[src/rtl/sram_ctrl.sv]
// Single-word controller for an asynchronous 16-bit SRAM with programmable wait states.
// Define SRAM_CTRL_VERIFY_EN to add a read-back verify after each write and a sticky err flag.
module sram_ctrl #(
    parameter int AW          = 16,
    parameter int WAIT_STATES = 1
) (
    input  logic          clk,
    input  logic          rst_n,
    input  logic          req,
    input  logic [AW-1:0] addr,
    input  logic [15:0]   wdata,
    input  logic [1:0]    be,
    input  logic          we,
    output logic [15:0]   rdata,
    output logic          ack,
    output logic          busy,
    output logic          err,
    output logic [AW-1:0] sram_addr,
    output logic [15:0]   sram_dq_out,
    output logic          sram_dq_oe,
    input  logic [15:0]   sram_dq_in,
    output logic          sram_ce_n,
    output logic          sram_oe_n,
    output logic          sram_we_n,
    output logic          sram_ub_n,
    output logic          sram_lb_n
);

    typedef enum logic [2:0] {
        IDLE, WSETUP, ACCESS, WHOLD, DONE
`ifdef SRAM_CTRL_VERIFY_EN
        , VERIFY
`endif
    } state_t;

    state_t      state, state_nx;
    logic [3:0]  cnt;
    logic [1:0]  be_q;
    logic        we_q;
    logic        accept, done, load_cnt, cur_we;
    logic [1:0]  cur_be;
    logic        on_ce, on_oe, on_we, on_dq;

    function automatic logic [15:0] lane_mask(input logic [1:0] b);
        return {{8{b[1]}}, {8{b[0]}}};
    endfunction

    // Strobes are registered from the next state, so pins line up with the state they belong to.
    always_comb begin
        accept   = (state == IDLE) && req && !ack;
        cur_we   = accept ? we : we_q;
        cur_be   = accept ? be : be_q;
        state_nx = state;
        done     = 1'b0;
        load_cnt = 1'b0;
        case (state)
            IDLE: begin
                if (accept) begin
                    if (be == 2'b00) begin
                        state_nx = DONE;
                    end else if (we) begin
                        state_nx = WSETUP;
                    end else begin
                        state_nx = ACCESS;
                        load_cnt = 1'b1;
                    end
                end
            end
            WSETUP: begin
                state_nx = ACCESS;
                load_cnt = 1'b1;
            end
            ACCESS: begin
                if (cnt == 4'd0) begin
                    if (we_q) begin
                        state_nx = WHOLD;
                    end else begin
                        state_nx = IDLE;
                        done     = 1'b1;
                    end
                end
            end
            WHOLD: begin
`ifdef SRAM_CTRL_VERIFY_EN
                state_nx = VERIFY;
                load_cnt = 1'b1;
`else
                state_nx = IDLE;
                done     = 1'b1;
`endif
            end
`ifdef SRAM_CTRL_VERIFY_EN
            VERIFY: begin
                if (cnt == 4'd0) begin
                    state_nx = IDLE;
                    done     = 1'b1;
                end
            end
`endif
            DONE: begin
                state_nx = IDLE;
                done     = 1'b1;
            end
            default: state_nx = IDLE;
        endcase

        on_ce = (state_nx != IDLE) && (state_nx != DONE);
        on_oe = (state_nx == ACCESS) && !cur_we;
`ifdef SRAM_CTRL_VERIFY_EN
        if (state_nx == VERIFY) on_oe = 1'b1;
`endif
        on_we = (state_nx == ACCESS) && cur_we;
        on_dq = (state_nx == WSETUP) || (state_nx == WHOLD) || on_we;
    end

`ifdef SRAM_CTRL_VERIFY_EN
    logic err_q;
    assign err = err_q;
`else
    assign err = 1'b0;
`endif

    assign busy = (state != IDLE);

    always_ff @(posedge clk) begin
        if (!rst_n) begin
            state       <= IDLE;
            cnt         <= 4'd0;
            be_q        <= 2'b00;
            we_q        <= 1'b0;
            ack         <= 1'b0;
            rdata       <= 16'h0000;
            sram_addr   <= '0;
            sram_dq_out <= 16'h0000;
            sram_dq_oe  <= 1'b0;
            sram_ce_n   <= 1'b1;
            sram_oe_n   <= 1'b1;
            sram_we_n   <= 1'b1;
            sram_ub_n   <= 1'b1;
            sram_lb_n   <= 1'b1;
`ifdef SRAM_CTRL_VERIFY_EN
            err_q       <= 1'b0;
`endif
        end else begin
            state <= state_nx;
            ack   <= done;
            if (accept) begin
                sram_addr   <= addr;
                sram_dq_out <= wdata;
                be_q        <= be;
                we_q        <= we;
            end
            if (load_cnt) begin
                cnt <= 4'(WAIT_STATES);
            end else if (cnt != 4'd0) begin
                cnt <= cnt - 4'd1;
            end
            if (state == ACCESS && cnt == 4'd0 && !we_q) begin
                rdata <= sram_dq_in & lane_mask(be_q);
            end
`ifdef SRAM_CTRL_VERIFY_EN
            if (state == VERIFY && cnt == 4'd0 &&
                ((sram_dq_in ^ sram_dq_out) & lane_mask(be_q)) != 16'h0000) begin
                err_q <= 1'b1;
            end
`endif
            sram_ce_n  <= !on_ce;
            sram_oe_n  <= !on_oe;
            sram_we_n  <= !on_we;
            sram_ub_n  <= !(on_ce && cur_be[1]);
            sram_lb_n  <= !(on_ce && cur_be[0]);
            sram_dq_oe <= on_dq;
        end
    end

endmodule

[config.mk]
export PLATFORM = sky130hd
export DESIGN_NAME = sram_ctrl
export DESIGN_NICKNAME = d
export VERILOG_FILES = /design/src/rtl/sram_ctrl.sv
export SDC_FILE = /design/constraint.sdc
export NUM_CORES = 1
export LEC_CHECK = 0
export CAP_MARGIN = 20
export CELL_PAD_IN_SITES_DETAIL_PLACEMENT = 0
export CELL_PAD_IN_SITES_GLOBAL_PLACEMENT = 1
export CORE_MARGIN = 4
export CORE_UTILIZATION = 32
export CTS_BUF_LIST = sky130_fd_sc_hd__clkbuf_8 sky130_fd_sc_hd__clkbuf_16
export DETAILED_ROUTE_END_ITERATION = 10
export GPL_ROUTABILITY_DRIVEN = 0
export PLACE_DENSITY = 0.95
export SYNTH_ARGS = -nofsm -noshare
export SYNTH_HDL_FRONTEND = slang
export SYNTH_SLANG_ARGS = --single-unit
[constraint.sdc]
create_clock -name clk -period 3.78 [get_ports clk]
set_input_delay 0.756 -clock clk [delete_from_list [all_inputs] [get_ports clk]]
set_output_delay 0.756 -clock clk [all_outputs]
set_load 0.05 [all_outputs]
==> results by group, run 1 <==
Critical path
  – CP Class: reg -> out
  – Critical path capture point type: output pin
  – Worst Setup EP: busy
  – CP arrival: 1.98 ns
  – RR Endpoint: rdata[0]
  – RR Startpoint: cnt[0]
  – Startpoint class of the critical path: register
  – Crit path max fanout: 8
  – Reg2reg setup slack: 1.47 ns
  – Worst setup startpoint: state[0]
  – R2R depth: 7
  – Data required, critical path: 3.02 ns

Timing
  – Final slew viol count: 0
  – Slew HR: 0.608
  – Part of the cycle the worst path needs: 0.725
  – Fmax: 365 MHz
  – Post-layout minimum cycle time: 2.74 ns
  – RSZ-0062 raised after global routing: false
  – # setup viols final: 0
  – Setup TNS: 0 ns
  – Skew final: 0.00457 ns
  – Worst-Margin Slew: 0.588 ns
  – Hold slack: 0.452 ns
  – Hold Vio Cnt, Final: 0
  – Final worst slack: 1.04 ns

Place
  – DP Wirelength: 4590 um
  – Number of port buffers: 109
  – Worst slack at placement: 0.941 ns

Route
  – Via count: 2333
  – WL final: 6460 um
  – Remaining DRCs: 0
  – DR vias/cell: 4.64
  – First-pass DRT Iterations: 5
  – DR iter-0 viols: 102
  – Antenna viol nets, final: 0
  – WL/cell: 12.8 um

Pwr
  – Cell Pwr Density: 515 mW/mm^2
  – VDD IR max: 0.221 mV
  – Leakage power: 1.38 nW

GRT
  – Largest net degree at the start of global routing: 41
  – Global-route wire length before repair: 9900 um
  – Initial antenna violation count: 0
  – GRT overflow: 0
  – Global Route Usage Sum: 0.139
  – Number of global-route vias before repair: 2156

Floorplanning
  – Die area: 0.00932 mm^2
  – Row Count: 32
  – Core Box Area: 0.00769 mm^2
  – Die height: 96.5 um
  – Die W: 96.5 um
  – Initial Util: 0.326
  – IO Pins: 111

Synthesis
  – Sequential area share after synthesis: 0.519
  – Mapped Nets: 356
  – Yosys cell types: 39
  – EDFF count, synth: 0
  – Main synth FF type: dfxtp_1
  – Yosys warnings: 0
  – Syn_area_per_cell: 8.36 um^2
  – Flops & latches, synth: 65
  – Asr flop ratio synth: 0
  – Cell count after synthesis: 300
  – Synthesized area: 0.00251 mm^2

Final layout
  – Final Util: 0.494
  – Fillers: 749
  – Fraction of layout cells with a size suffix above 1: 0.0823
  – Final Net Count: 453
  – Ant diodes: 0
  – Area Growth Syn to Fin: 51.4%

Clock network
  – H-tree levels: 3
  – Clock sinks: 65
  – Worst-path clk slew: 0.06 ns
  – Root Buffer Master: clkbuf_8
  – CTS resizes: 0
  – Worst skew pair latency: 0.33 ns
  – CTS tree: built
  – Total CTS buffers: 9
  – Post-CTS Setup Bufs: 0
  – Clock tree buffer depth: 2
  – Post-CTS Hold Buffers: 0

Worst hold path
  – Min-Delay Path Class: reg -> reg
  – Hold-critical path depth: 2

Job
  – Max cap viols: 0

Run status
  – Outcome: completed
critical path, stage by stage, from the launching register on:
cell and delay, ns:
dfxtp_1 0.39, nor3_2 0.46, inv_1 0.08, clkdlybuf4s50_1 0.73
cells in the final DEF (no fill, tap or decap), types with 4 or more instances in the layout:
cell,n
inv_1,6
a21oi_1,35
nand2_1,73
nor3_1,5
clkdlybuf4s50_1,109
o21ai_2,10
nor2_1,7
nand3_1,33
o21ai_1,6
clkbuf_8,10
buf_4,4
clkinv_2,4
dfxtp_1,65
cell type report:
cell class	count	area (um^2)	area share
sequential	65	1300	0.343
timing repair buffer	114	1150	0.302
multi-input combinational	202	1040	0.274
clock buffer	10	138	0.0362
tap	102	128	0.0336
clock inverter	5	23.8	0.00626
inverter	5	18.8	0.00494
Yosys cell counts (4+ instances only):
cell type / n / area (um^2)
a21oi_1: 35 / 175
buf_2: 5 / 25.0
nand2_1: 73 / 274
buf_6: 4 / 45.0
inv_1: 5 / 18.8
nor3_1: 5 / 25.0
nand3_1: 33 / 165
dfxtp_1: 65 / 1300
o21ai_1: 6 / 30.0
o21ai_2: 10 / 87.6
clkbuf_1: 12 / 45.0
nor2_1: 7 / 26.3
buf_1: 5 / 18.8
routing by layer:
| metal | vias to the layer above | track usage | routed length (um) |
|---|---|---|---|
| met5 | - | 0 | 0 |
| met4 | 0 | 0.0631 | 48 |
| met3 | 4 | 0.0550 | 653 |
| met2 | 88 | 0.211 | 2930 |
| met1 | 1040 | 0.173 | 2830 |
| li1 | 1201 | - | - |
worst min path at each step:
stage | start | endpoint | slack, ns
floorplan | we_q | sram_we_n | 0.45
global placement | sram_dq_out[14] | sram_dq_out[14] | 0.44
detailed placement | sram_addr[9] | sram_addr[9] | 0.45
finish | sram_dq_out[6] | sram_dq_out[6] | 0.45
CTS | sram_addr[9] | sram_addr[9] | 0.45
global route | sram_addr[9] | sram_addr[9] | 0.48
logic make-up after synthesis:
kind of cell	Yosys count	share of synthesized area
other	1	0.00149
flip-flops	65	0.519
adder cells (fa/ha/maj)	2	0.00997
XOR/XNOR	3	0.0105
AO/OA/AOI/OAI	61	0.149
multiplexers	1	0.00399
buffers and inverters	33	0.0668
AND/OR/NAND/NOR	134	0.240
flip-flops by register name, indices dropped and copies added, names as in the netlist:
name	cells
sram_oe_n	1
sram_ub_n	1
sram_dq_out	16
we_q	1
ack	1
sram_we_n	1
sram_lb_n	1
sram_ce_n	1
rdata	16
sram_dq_oe	1
cnt	4
be_q	2
sram_addr	16
state	3
where the power goes:
group	leakage [nW]	total [mW]	internal [mW]	switching, mW
combinational	0.759	0.654	0.247	0.407
clock	0.0929	0.490	0.245	0.245
sequential	0.531	0.812	0.759	0.0532
total	1.38	1.96	1.25	0.705
through the flow:
step / cell area, um^2 / power [mW] / std cells
floorplan: 2510 / 1.29 / 300
global placement: 3610 / 1.46 / 487
detailed placement: 3610 / 1.47 / 487
CTS: 3770 / 1.97 / 502
global route: 3800 / 2.08 / 503
finish: 3800 / 1.96 / 503
Note: power is estimated with default switching activity, not from simulation.
==> inputs of run 2 (changes only) <==
Settings changed: CORE_UTILIZATION 32 to 29, PLACE_DENSITY 0.95 to 0.89.
Clock period 3.78 ns to 2.7 ns, I/O delays scaled along.
==> results by group, run 2 (same netlist as run 1, synthesis figures left out) <==
Final layout
  – Fraction of layout cells with a size suffix above 1: 0.0846 (+0.00228)
  – Fillers: 786 (+4.9%)
  – Area Growth Syn to Fin: 51.9%
  – Final Net Count: 456 (+0.66%)
  – Non-filler instance count after layout: 507 (+0.80%)
  – Most common cell after layout, fill and taps aside: clkdlybuf4s50_1
  – Top Registers: rdata x16, sram_addr x16, sram_dq_out x16
  – Ant diodes: 0 (unchanged)
  – Commonest non-fill, non-tap cells in the layout: 109 x clkdlybuf4s50_1, 73 x nand2_1, 65 x dfxtp_1, 35 x a21oi_1, 33 x nand3_1

GRT
  – GRT overflow: 0 (unchanged)
  – Global Route Usage Sum: 0.130 (-0.00879)
  – Global-route wire length before repair: 10500 um (+6.5%)
  – Initial antenna violation count: 0 (unchanged)
  – Number of global-route vias before repair: 2172 (+0.74%)
  – Largest net degree at the start of global routing: 41 (unchanged)

Route
  – DR vias/cell: 4.65 (+0.19%)
  – DR iter-0 viols: 85 (-17%)
  – WL/cell: 13.0 um (+1.4%)
  – Antenna viol nets, final: 0 (unchanged)
  – WL final: 6600 um (+2.2%)
  – Via count: 2356 (+0.99%)
  – First-pass DRT Iterations: 4 (-1)
  – Remaining DRCs: 0 (unchanged)

Floorplanning
  – Row Count: 33 (+3.1%)
  – IO Pins: 111 (unchanged)
  – Die W: 101 um (+4.6%)
  – Die area: 0.0102 mm^2 (+9.5%)
  – Die height: 101 um (+4.6%)
  – Core Box Area: 0.00830 mm^2 (+8.0%)
  – Initial Util: 0.302 (-0.0241)

Timing
  – Hold Vio Cnt, Final: 0 (unchanged)
  – Final worst slack: 0.359 ns (-0.681 ns)
  – Post-layout minimum cycle time: 2.34 ns
  – Skew final: 0.00613 ns (+0.00156 ns)
  – Worst-Margin Slew: 0.537 ns (-0.0514 ns)
  – Setup TNS: 0 ns (unchanged)
  – Slew HR: 0.641 (+0.0332)
  – Fmax: 427 MHz
  – Part of the cycle the worst path needs: 0.867
  – Final slew viol count: 0 (unchanged)
  – RSZ-0062 raised after global routing: false
  – # setup viols final: 0 (unchanged)

Place
  – Worst slack at placement: 0.505 ns (-0.436 ns)
  – DP Wirelength: 4760 um (+3.6%)
  – Number of port buffers: 109 (unchanged)
  – Post-Place Cells: 494 (+1.4%)

Clock network
  – Clock sinks: 65 (unchanged)
  – Clock tree buffer depth: 2 (unchanged)
  – Root Buffer Master: clkbuf_8
  – Post-CTS Hold Buffers: 0 (unchanged)
  – Post-CTS Setup Bufs: 0 (unchanged)
  – Worst-path clk slew: 0.07 ns (about the same)
  – Worst skew pair latency: 0.33 ns (about the same)
  – Total CTS buffers: 9 (unchanged)
  – CTS tree: built
  – H-tree levels: 3 (unchanged)
  – CTS resizes: 0 (unchanged)

Critical path
  – Critical path capture point type: output pin
  – Worst setup startpoint: state[1]
  – R2R depth: 7 (unchanged)
  – Crit path max fanout: 9 (+1)
  – RR Startpoint: cnt[0]
  – Data required, critical path: 2.16 ns (-0.86 ns)
  – CP arrival: 1.80 ns (-0.18 ns)
  – Startpoint class of the critical path: register
  – CP Class: reg -> out

Worst hold path
  – Min-Delay Startpoint: sram_addr[7]
  – Hold-critical path depth: 2 (unchanged)
  – Min-Delay Path Class: reg -> reg

Pwr
  – VDD IR max: 0.380 mV (+72%)
  – Total power: 2.77 mW (+42%)
  – Cell Pwr Density: 728 mW/mm^2 (+41%)
  – Leakage power: 1.39 nW (+0.24%)

Run status
  – Outcome: completed

Job
  – Max cap viols: 0 (unchanged)
## run 2: cell types whose count changed in the layout (fill, tap and decap cells not counted), sizes merged
cell,delta
clkinv,-4
buf,+3
clkbuf,+2
## run 2: worst paths after layout
kind	endpoint	slack (ns)
hold / removal	sram_addr[7]	0.45
hold reg to reg	sram_addr[7]	0.45
setup / recovery	busy	0.36
setup reg to reg	rdata[14]	0.55
## run 2: where the power goes
group | internal, mW | switching (mW) | total, mW
registers | 1.06 | 0.0740 | 1.14
clock network | 0.390 | 0.333 | 0.724
logic | 0.346 | 0.567 | 0.914
## run 2: metal layers
metal  global-route usage  share of wire  up-vias
met5                    0              0        -
met4               0.0368         0.0097        0
met3               0.0657           0.10        7
met2                0.201           0.45       84
met1                0.160           0.44     1056
li1                     -              -     1209
## run 2: worst max-delay path, stage by stage (launching register included)
cell             delay [ns]
dfxtp_1                0.50
nor3_2                 0.10
inv_1                  0.06
clkdlybuf4s50_1        0.82
## run 2: metrics by stage
step | utilization | hold slack, ns | instance area [um^2]
2_1_floorplan | - | 0.452 | 2510
3_3_place_gp | 0.439 | 0.442 | 3640
3_5_place_dp | 0.439 | 0.445 | 3640
4_1_cts | 0.459 | 0.455 | 3810
5_1_grt | 0.459 | 0.477 | 3810
6_report | 0.459 | 0.454 | 3810
## run 2: layout make-up
| cell class | count | area, um^2 | area share |
|---|---|---|---|
| multi-input cells | 202 | 1040 | 0.273 |
| flip-flops and latches | 65 | 1300 | 0.341 |
| clock buffers | 12 | 165 | 0.0433 |
| clock inverters | 1 | 3.75 | 0.000985 |
| inverters | 5 | 18.8 | 0.00492 |
| repair buffers | 117 | 1150 | 0.302 |
| well taps | 105 | 131 | 0.0345 |
